<file path="src/rtl/card7seg.sv">
// Card-code to 7-segment decoder with a registered output and synchronous clear.
// Define CARD7SEG_ACTIVE_LOW_EN for boards whose segments light on 0.
module card7seg (
    input  logic       clk,
    input  logic       rst,
    input  logic [3:0] SW,
    output logic [6:0] HEX0
);

`ifdef CARD7SEG_ACTIVE_LOW_EN
    localparam logic [6:0] POL = 7'b1111111;
`else
    localparam logic [6:0] POL = 7'b0000000;
`endif

    logic [6:0] seg_d;
    logic [6:0] hex_q;

    // Table is active-high {a..g}; POL flips it for the board polarity.
    always_comb begin
        seg_d = 7'b0000000;
        case (SW)
            4'd1:    seg_d = 7'b1110111;
            4'd2:    seg_d = 7'b1101101;
            4'd3:    seg_d = 7'b1111001;
            4'd4:    seg_d = 7'b0110011;
            4'd5:    seg_d = 7'b1011011;
            4'd6:    seg_d = 7'b1011111;
            4'd7:    seg_d = 7'b1110000;
            4'd8:    seg_d = 7'b1111111;
            4'd9:    seg_d = 7'b1111011;
            4'd10:   seg_d = 7'b1111110;
            4'd11:   seg_d = 7'b0111100;
            4'd12:   seg_d = 7'b1110011;
            4'd13:   seg_d = 7'b0110111;
            default: seg_d = 7'b0000000;
        endcase
    end

    always_ff @(posedge clk) begin
        if (rst) begin
            hex_q <= POL;
        end else begin
            hex_q <= seg_d ^ POL;
        end
    end

    assign HEX0 = hex_q;

endmodule

</file>
<file path="config.mk">
export PLATFORM = sky130hd
export DESIGN_NAME = card7seg
export DESIGN_NICKNAME = d
export VERILOG_FILES = /design/src/rtl/card7seg.sv
export SDC_FILE = /design/constraint.sdc
export NUM_CORES = 1
export LEC_CHECK = 0
export ABC_CLOCK_PERIOD_IN_PS = 1300
export BUFFER_PORTS_ARGS = -buffer_cell sky130_fd_sc_hd__clkbuf_2
export CAP_MARGIN = 0
export CORE_AREA = 2 2 39 41
export CTS_BUF_LIST = sky130_fd_sc_hd__clkbuf_16
export CTS_CLUSTER_SIZE = 28
export DETAILED_ROUTE_END_ITERATION = 8
export DIE_AREA = 0 0 41 43
export PLACE_DENSITY = 0.56
export SLEW_MARGIN = 20
export SYNTH_ARGS = -nofsm -noshare
export SYNTH_HDL_FRONTEND = slang
export SYNTH_SLANG_ARGS = --single-unit
</file>
<file path="constraint.sdc">
create_clock -name clk -period 1.3 [get_ports clk]
set_input_delay 0.13 -clock clk [delete_from_list [all_inputs] [get_ports clk]]
set_output_delay 0.13 -clock clk [all_outputs]
set_load 0.01 [all_outputs]
</file>
Word-level counts from Yosys, hierarchy flattened:

Memories as Yosys holds them, arrays and structs flattened. A register that Yosys moved wholly into a read port is not among the register bits.
Index checks and enable logic that the tools add are counted.

* register bits: 0
* memory bits (read-only): 112
* output and inout bits: 7
* memories kept: 1

Memories
* (name not given): depth 16, width 7, read ports 1, clocked after memory_dff 1, wr ports 0, line 22 `case (SW)`

Depth between registers and ports, before layout:

Gate-level depths: netlist of the first run.

* depth after elaboration: 0
* gate-level depth with buffers: 5
* depth with buffers taken out: 5

Worst setup path before layout of the first run:

Ideal clock, no wire load.

* kind: input-to-reg
* start: input port SW[1]
* end: register hex_q[2], in the netlist HEX0[2]
* library setup time: 66 ps
* data arrival time: 893 ps
* slack: 341 ps
* cell stages on the path: 5
* cells stage by stage: inv_1 > ha_1 > nor2_2 > a211o_1 > a21oi_2

RTL lines
* from (decl): line 6 `input logic [3:0] SW,`
* to (decl): line 17 `logic [6:0] hex_q;`

==> reports/results.tsv, run 1 <==
stage	metric	value	unit
setup_path	crit end category	flop	
min_path	Hold Path Class	in2reg	
die	DIE WIDTH	41	um
cells_and_area	share of cells above drive strength 1	33.90	%
cts	count of cells resized by post-cts repair	0	
routing	wire length reported by the detailed router	772	um
global_routing	first-pass GRT wire length	1.207	mm
logic_synthesis	share of the synthesized area in the top cell type	34.46	%
sta	pin slew with the least headroom to its limit	0.2726	ns
global_routing	maximum number of pins on one net before global-route repair	15	
cts	total CTS buffers	3	
cells_and_area	leading cell types in the layout, fill and taps excluded	clkbuf_2, dfxtp_1, ha_1	
routing	# DRC	0	
placement	weighted congestion reported at the end of routability-driven placement	0.7496	
logic_synthesis	post-synthesis sequential area ratio	34.46	%
sta	Max Transition Viols Final	0	
die	chip height	43	um
routing	first-pass iteration count of the detailed router	2	
cells_and_area	share of the core filled with cells	40.78	%
setup_path	arrival time of the worst setup path	1.08	ns
sta	setup repair after global routing missed its margin	no	
logic_synthesis	flop and latch count out of synthesis	7	
cts	clock tree from TritonCTS	done	
cells_and_area	final net count	72	
sta	Final Setup Violations	0	
pwr	sequential share of power	27.8	%
global_routing	vias in the first global route	299	
die	site row count	14	
cells_and_area	multi-input gate area in the final layout	242.7	um2
logic_synthesis	net count of the mapped netlist	55	
routing	number of violations reported at the end of detailed-routing iteration 0	2	
cts	Root Buffer Master	clkbuf_16	
die	Floorplan Core Area	0.001384	mm2
setup_path	critical path class	in2reg	
die	Starting Density	29.39	%
pwr	Internal Dissipation	679.1	uW
pwr	clock network power share	59.7	%
routing	Via density	4.440	
pwr	fraction of power spent switching nets	20.43	%
cells_and_area	number of antenna cells inserted	0	
cts	number of buffers inserted to repair setup after CTS	0	
placement	number of buffers added on ports	12	
sta	final critical-path share of the clock period	70.66	%
setup_path	critical path startpoint category	input port	
routing	routed wire length per instance	10.29	um
sta	Fmax	1.089	GHz
sta	final setup margin	0.3814	ns
setup_path	Critical Path Fanout Max	6	
cts	CTS H-tree depth	1	
pwr	net switching power figure	174.3	uW
placement	Setup WS pre-CTS	0.1349	ns
sta	post-route minimum period	0.9186	ns
logic_synthesis	largest cells by area after synthesis	dfxtp_1, ha_1, a211oi_1	
setup_path	Critical Path RT	1.47	ns
run_status	outcome	complete, no violations	
die	# IOs	13	
sta	Max-Slew Margin vs Limit	81.83	%
pwr	Max rail drop VDD	0.0004669	V
cells_and_area	number of flip-flops under the largest register name	7	
cells_and_area	Layout fillers	142	
pwr	leakage power summed over all cells	0.0002831	uW
global_routing	global route overflow	0	
cts	hold buffer count at CTS	0	
logic_synthesis	Yosys cell types	21	
cts	buffer levels on the longest clock path	2	
logic_synthesis	gate count of the mapped netlist	43	
pwr	Overall Power	853.4	uW
cells_and_area	footprint of the flip-flops and latches	140.1	um2
global_routing	antenna violations before repair	0	
global_routing	total track usage	10.22	%
die	DIE AREA	0.001763	mm2
logic_synthesis	Avg Inst Size Synth	9.457	um2
logic_synthesis	total of warnings raised by yosys	0	
pwr	combinational cell fraction of total power	12.5	%
logic_synthesis	leading area contributor after synthesis	dfxtp_1	
cts	clk sink count	7	
sta	final-report hold violation count	0	
cells_and_area	most common cell after layout, fill and taps aside	clkbuf_2	
routing	Detail Route Antenna Nets	0	
placement	Detail Placement HPWL	573.8	um
sta	total negative slack	0	ns
run	max cap viols	0	
cts	clock transition at the register clock pins on the worst setup and hold paths after CTS	0.03	ns
cells_and_area	Synth-to-Final Area Change	38.77	%
routing	total number of vias	333	
pwr	power density over cell area	1512	mW/mm2
logic_synthesis	post-synthesis instance area	406.6	um2
[synth_stat cells, drive strengths merged]
library cell / instances
nand2b: 1
buf: 2
ha: 6
a21oi: 3
and2b: 1
mux2: 1
a311oi: 1
a211o: 1
dfxtp: 7
a211oi: 3
nand2: 3
inv: 2
nor3: 2
o21ai: 1
nor2: 4
nor2b: 2
a22oi: 1
mux2i: 2
[per-stage QoR]
stage | hold slack [ns] | cells | area [um2]
6_report | 0.1638 | 75 | 564.3
5_1_grt | 0.1708 | 75 | 564.3
4_1_cts | 0.1622 | 75 | 564.3
3_5_place_dp | 0.4002 | 71 | 485.5
3_3_place_gp | 0.3982 | 71 | 485.5
2_1_floorplan | 0.1924 | 43 | 406.6
[metal layers]
layer,global-route usage [%],up-vias,share of wire (%)
li1,-,180,-
met1,12.14,144,45
met2,14.37,9,50
met3,3.141,0,4.8
met4,8.000,0,0
met5,0,-,0
[path summary, 6_finish.rpt]
path | from | end | slack, ns | cells after the start
max | SW[1] | HEX0[2]$_SDFF_PP0_ | 0.38 | 6
min | rst | HEX0[2]$_SDFF_PP0_ | 0.16 | 2
[critical path, stage by stage]
cell and delay [ns]:
clkbuf_2 0.10, inv_1 0.11, ha_1 0.33, nor2_2 0.04
a211o_1 0.28, a21oi_2 0.11
[power by group through the flow]
stage	Sequential, uW	Combinational [uW]	Clock (uW)
floorplan	250	55.5	0
global placement	240	107	0
detailed placement	240	108	0
CTS	237	108	518
global route	239	121	534
finish	237	107	510
[final cells by class]
| cell class | count | area share, % |
|---|---|---|
| clock buffer | 3 | 13.30 |
| inverter | 2 | 1.330 |
| timing repair buffer | 14 | 13.30 |
| tap | 16 | 3.548 |
| multi-input combinational | 32 | 43.02 |
| clock inverter | 1 | 0.6652 |
| sequential | 7 | 24.83 |
[logic make-up after synthesis]
logic type               share of synthesized area [%]
flip-flops                                       34.46
multiplexers                                     7.692
AO/OA/AOI/OAI                                    17.54
buffers and inverters                            5.845
AND/OR/NAND/NOR                                  16.00
adder cells (fa/ha/maj)                          18.46
(Power assumes the default switching activity.)
==> inputs of run 2 (changes only) <==
--- a/config.mk
+++ b/config.mk
@@ -5,7 +5,7 @@
 export SDC_FILE = /design/constraint.sdc
 export NUM_CORES = 1
 export LEC_CHECK = 0
-export ABC_CLOCK_PERIOD_IN_PS = 1300
+export ABC_CLOCK_PERIOD_IN_PS = 950
 export BUFFER_PORTS_ARGS = -buffer_cell sky130_fd_sc_hd__clkbuf_2
 export CAP_MARGIN = 0
 export CORE_AREA = 2 2 39 41
==> constraint.sdc (replaced) <==
create_clock -name clk -period 0.95 [get_ports clk]
set_input_delay 0.095 -clock clk [delete_from_list [all_inputs] [get_ports clk]]
set_output_delay 0.095 -clock clk [all_outputs]
set_load 0.01 [all_outputs]
==> reports/results.tsv, run 2 (same netlist as run 1, synthesis figures left out) <==
stage	metric	value	unit
sta	Final Setup Violations	0	
min_path	destination of the worst hold path	HEX0[2]$_SDFF_PP0_	
routing	Detail Route Antenna Nets	0	
die	Starting Density	29.39	%
min_path	cell count of the worst hold path	2	
die	DIE AREA	0.001763	mm2
sta	pin slew with the least headroom to its limit	0.2478	ns
sta	Max-Slew Margin vs Limit	83.48	%
cells_and_area	leading cell types in the layout, fill and taps excluded	clkbuf_2, buf_4, dfxtp_1, ha_1	
global_routing	total track usage	12.10	%
pwr	Internal Dissipation	955.5	uW
global_routing	vias in the first global route	316	
pwr	net switching power figure	242.5	uW
cells_and_area	Layout fillers	137	
cells_and_area	share of cells above drive strength 1	41.79	%
setup_path	critical path class	in2reg	
sta	final-report hold violation count	0	
placement	number of buffers added on ports	12	
pwr	sequential share of power	27.0	%
die	site row count	14	
pwr	leakage power summed over all cells	0.0003262	uW
cells_and_area	number of antenna cells inserted	0	
pwr	power density over cell area	1881	mW/mm2
routing	Via density	4.410	
cts	clock tree from TritonCTS	done	
die	Floorplan Core Area	0.001384	mm2
setup_path	critical path startpoint category	input port	
placement	Detail Placement HPWL	692.4	um
cells_and_area	final net count	80	
global_routing	first-pass GRT wire length	1.380	mm
sta	final setup margin	0.1035	ns
setup_path	crit end category	flop	
routing	routed wire length per instance	10.28	um
global_routing	global route overflow	0	
cts	count of cells resized by post-cts repair	0	
setup_path	Critical Path RT	1.11	ns
cts	Root Buffer Master	clkbuf_16	
run	max cap viols	0	
pwr	Max rail drop VDD	0.0006987	V
min_path	Hold Path Class	in2reg	
min_path	hold path startpoint	rst	
placement	weighted congestion reported at the end of routability-driven placement	0.7487	
cts	total CTS buffers	3	
global_routing	antenna violations before repair	0	
cts	clock transition at the register clock pins on the worst setup and hold paths after CTS	0.04	ns
pwr	clock network power share	58.0	%
cts	clk sink count	7	
sta	Hold Slack	0.1354	ns
die	chip height	43	um
die	# IOs	13	
cts	number of buffers inserted to repair setup after CTS	0	
cts	buffer levels on the longest clock path	2	
cells_and_area	number of flip-flops under the largest register name	7	
cts	hold buffer count at CTS	0	
sta	post-route minimum period	0.8465	ns
global_routing	maximum number of pins on one net before global-route repair	14	
sta	Max Transition Viols Final	0	
routing	wire length reported by the detailed router	853	um
die	DIE WIDTH	41	um
routing	total number of vias	366	
sta	setup repair after global routing missed its margin	no	
cells_and_area	Synth-to-Final Area Change	56.62	%
sta	Fmax	1.181	GHz
run_status	outcome	complete, no violations	
setup_path	Critical Path Fanout Max	3	
setup_path	arrival time of the worst setup path	1.01	ns
cells_and_area	most common cell after layout, fill and taps aside	clkbuf_2	
routing	first-pass iteration count of the detailed router	4	
pwr	combinational cell fraction of total power	15.0	%
pwr	fraction of power spent switching nets	20.24	%
routing	# DRC	0	
routing	number of violations reported at the end of detailed-routing iteration 0	6	
placement	Setup WS pre-CTS	-0.1289	ns
cts	CTS H-tree depth	1	
sta	final critical-path share of the clock period	89.11	%
[run 2: how the worst max path moves through the flow]
stage	depth (start not counted)	start	slack [ns]	endpoint
2_1_floorplan	5	SW[1]	0.03	HEX0[2]$_SDFF_PP0_
3_3_place_gp	6	SW[0]	-0.11	HEX0[5]$_SDFF_PP0_
3_5_place_dp	6	SW[0]	-0.13	HEX0[2]$_SDFF_PP0_
4_1_cts	6	SW[0]	0.10	HEX0[2]$_SDFF_PP0_
5_1_grt	6	SW[0]	0.03	HEX0[6]$_SDFF_PP0_
6_report	6	SW[0]	0.10	HEX0[2]$_SDFF_PP0_
[run 2: stage by stage]
| stage | area [um2] | util [%] | instances | TNS, ns | total power, uW |
|---|---|---|---|---|---|
| floorplan | 406.6 | - | 43 | 0 | 417.4 |
| global placement | 558.0 | 40.33 | 79 | -0.4087 | 509.1 |
| detailed placement | 558.0 | 40.33 | 79 | -0.4183 | 509.5 |
| CTS | 636.9 | 46.02 | 83 | 0 | 1219 |
| global route | 636.9 | 46.02 | 83 | 0 | 1257 |
| finish | 636.9 | 46.02 | 83 | 0 | 1198 |
[run 2: critical path: stages]
cell and delay (ns):
clkbuf_2 0.11, inv_1 0.07, ha_1 0.31, nor2_2 0.04, a211o_1 0.27, a21oi_2 0.10
[run 2: cell type report]
cell class	count	area, um2	share of cell area [%]
clock buffers	3	75.07	11.79
clock inverters	1	3.754	0.5894
inverters	2	7.507	1.179
multi-input cells	32	242.7	38.11
flip-flops and latches	7	140.1	22.00
well taps	16	20.02	3.143
repair buffers	22	147.6	23.18
[run 2: power by group through the flow]
stage / Combinational (uW) / Sequential, uW / Clock [uW]
6_report: 179 / 324 / 695
5_1_grt: 202 / 328 / 727
4_1_cts: 181 / 324 / 713
3_5_place_dp: 180 / 329 / 0
3_3_place_gp: 180 / 329 / 0
2_1_floorplan: 75.9 / 342 / 0
[run 2: per-layer routing]
metal	global-route usage (%)	vias to the layer above	routed length, um
met2	16.88	9	424
met5	0	-	0
met3	3.141	0	29
met4	8.000	0	0
met1	15.56	160	399
li1	-	197	-
==> inputs of run 3 (changes only) <==
--- a/config.mk
+++ b/config.mk
@@ -14,6 +14,7 @@
 export DETAILED_ROUTE_END_ITERATION = 8
 export DIE_AREA = 0 0 41 43
 export PLACE_DENSITY = 0.56
+export REMOVE_ABC_BUFFERS = 1
 export SLEW_MARGIN = 20
 export SYNTH_ARGS = -nofsm -noshare
 export SYNTH_HDL_FRONTEND = slang
==> constraint.sdc (replaced) <==
create_clock -name clk -period 0.95 [get_ports clk]
set_input_delay 0.19 -clock clk [delete_from_list [all_inputs] [get_ports clk]]
set_output_delay 0.19 -clock clk [all_outputs]
set_load 0.01 [all_outputs]
==> reports/results.tsv, run 3 (same netlist as run 1, synthesis figures left out) <==
stage	metric	value	unit
run_status	outcome	complete, no violations	
cells_and_area	leading cell types in the layout, fill and taps excluded	clkbuf_2, buf_4, dfxtp_1, ha_1	
setup_path	Critical Path Fanout Max	4	
cells_and_area	Layout fillers	129	
global_routing	antenna violations before repair	0	
cts	hold buffer count at CTS	0	
setup_path	slowest cell delay on critical path	0.26	ns
sta	post-route minimum period	0.8922	ns
cells_and_area	multi-input gate area in the final layout	265.3	um2
pwr	power density over cell area	1810	mW/mm2
sta	Fmax	1.121	GHz
placement	weighted congestion reported at the end of routability-driven placement	0.8137	
sta	pin slew with the least headroom to its limit	0.2044	ns
min_path	Hold Path Class	in2reg	
setup_path	crit end category	flop	
cells_and_area	Synth-to-Final Area Change	65.85	%
cts	clock tree from TritonCTS	done	
pwr	Overall Power	1221	uW
setup_path	cell at the slowest stage of the critical path	a211o_1	
cells_and_area	share of cells above drive strength 1	52.17	%
sta	final-report hold violation count	0	
pwr	leakage power summed over all cells	0.0003335	uW
sta	Max-Slew Margin vs Limit	86.37	%
die	site row count	14	
die	DIE WIDTH	41	um
cells_and_area	number of antenna cells inserted	0	
sta	final setup margin	0.05781	ns
sta	Max Transition Viols Final	0	
global_routing	global route overflow	0	
placement	Setup WS pre-CTS	-0.2318	ns
sta	Final Setup Violations	0	
cts	buffer levels on the longest clock path	2	
setup_path	arrival time of the worst setup path	1.06	ns
routing	routed wire length per instance	11.08	um
routing	first-pass iteration count of the detailed router	4	
cells_and_area	post-route design area	674.4	um2
global_routing	total track usage	11.82	%
setup_path	critical path class	in2reg	
sta	setup repair after global routing missed its margin	no	
routing	Via density	4.835	
cts	number of buffers inserted to repair setup after CTS	0	
cells_and_area	number of flip-flops under the largest register name	7	
placement	Placed Cells incl. Taps	81	
setup_path	critical path's top delay family	compound AO/OA/AOI/OAI gates	
routing	Detail Route Antenna Nets	0	
die	Floorplan Core Area	0.001384	mm2
cts	CTS H-tree depth	1	
placement	number of buffers added on ports	12	
routing	total number of vias	411	
cells_and_area	share of the core filled with cells	48.73	%
routing	number of violations reported at the end of detailed-routing iteration 0	2	
setup_path	Critical Path RT	1.11	ns
die	DIE AREA	0.001763	mm2
die	# IOs	13	
cts	clk sink count	7	
cts	clock transition at the register clock pins on the worst setup and hold paths after CTS	0.04	ns
setup_path	CP bufs+invs	3	
setup_path	CP Cell Sequence	clkbuf_2 > inv_2 > buf_4 > ha_1 > a211o_1 > a21oi_2	
sta	final critical-path share of the clock period	93.91	%
global_routing	maximum number of pins on one net before global-route repair	10	
cts	total CTS buffers	3	
placement	Detail Placement HPWL	711.6	um
die	chip height	43	um
setup_path	critical path startpoint category	input port	
cells_and_area	number of non-filler instances in the completed layout	85	
cells_and_area	footprint of the flip-flops and latches	140.1	um2
global_routing	first-pass GRT wire length	1.380	mm
cells_and_area	most common cell after layout, fill and taps aside	clkbuf_2	
placement	cell area after placement	573.1	um2
cells_and_area	final net count	82	
die	Starting Density	29.39	%
global_routing	vias in the first global route	350	
routing	wire length reported by the detailed router	942	um
routing	# DRC	0	
pwr	Max rail drop VDD	0.0005579	V
run	max cap viols	0	
cts	Root Buffer Master	clkbuf_16	
## run 3: timing repair
item / in CTS / in global routing
resized for setup: 3 / 3
pin swaps: 1 / 1
endpoints found under the setup margin: 2 / 4
## run 3: layout make-up
type                            count  area share, %
Multi-Input combinational cell     32          39.33
Timing Repair Buffer               24          24.12
Sequential cell                     7          20.78
Clock buffer                        3          11.13
Tap cell                           16          2.968
Inverter                            2          1.113
Clock inverter                      1         0.5566
## run 3: layer usage
layer	global-route usage (%)	wire length [um]	vias to the layer above
met3	1.571	21	2
met4	10.00	14	0
met2	17.19	492	6
met5	0	0	-
li1	-	-	201
met1	14.38	412	202
## run 3: power by group
group          internal (uW)  switching, uW
combinational            101           97.3
clock                    547            152
sequential               319           5.36
## run 3: path summary, 6_finish.rpt
check	cells after the start	start	slack, ns	to
hold / removal	2	rst	0.24	HEX0[2]$_SDFF_PP0_
setup / recovery	6	SW[1]	0.06	HEX0[2]$_SDFF_PP0_
## run 3: per-stage QoR
stage	setup TNS, ns	hold slack [ns]
after global placement	-1.051	0.4604
after detailed placement	-1.119	0.4630
after global routing	0	0.2400
after CTS	0	0.2311
final	0	0.2405
after floorplan	-0.09061	0.2524
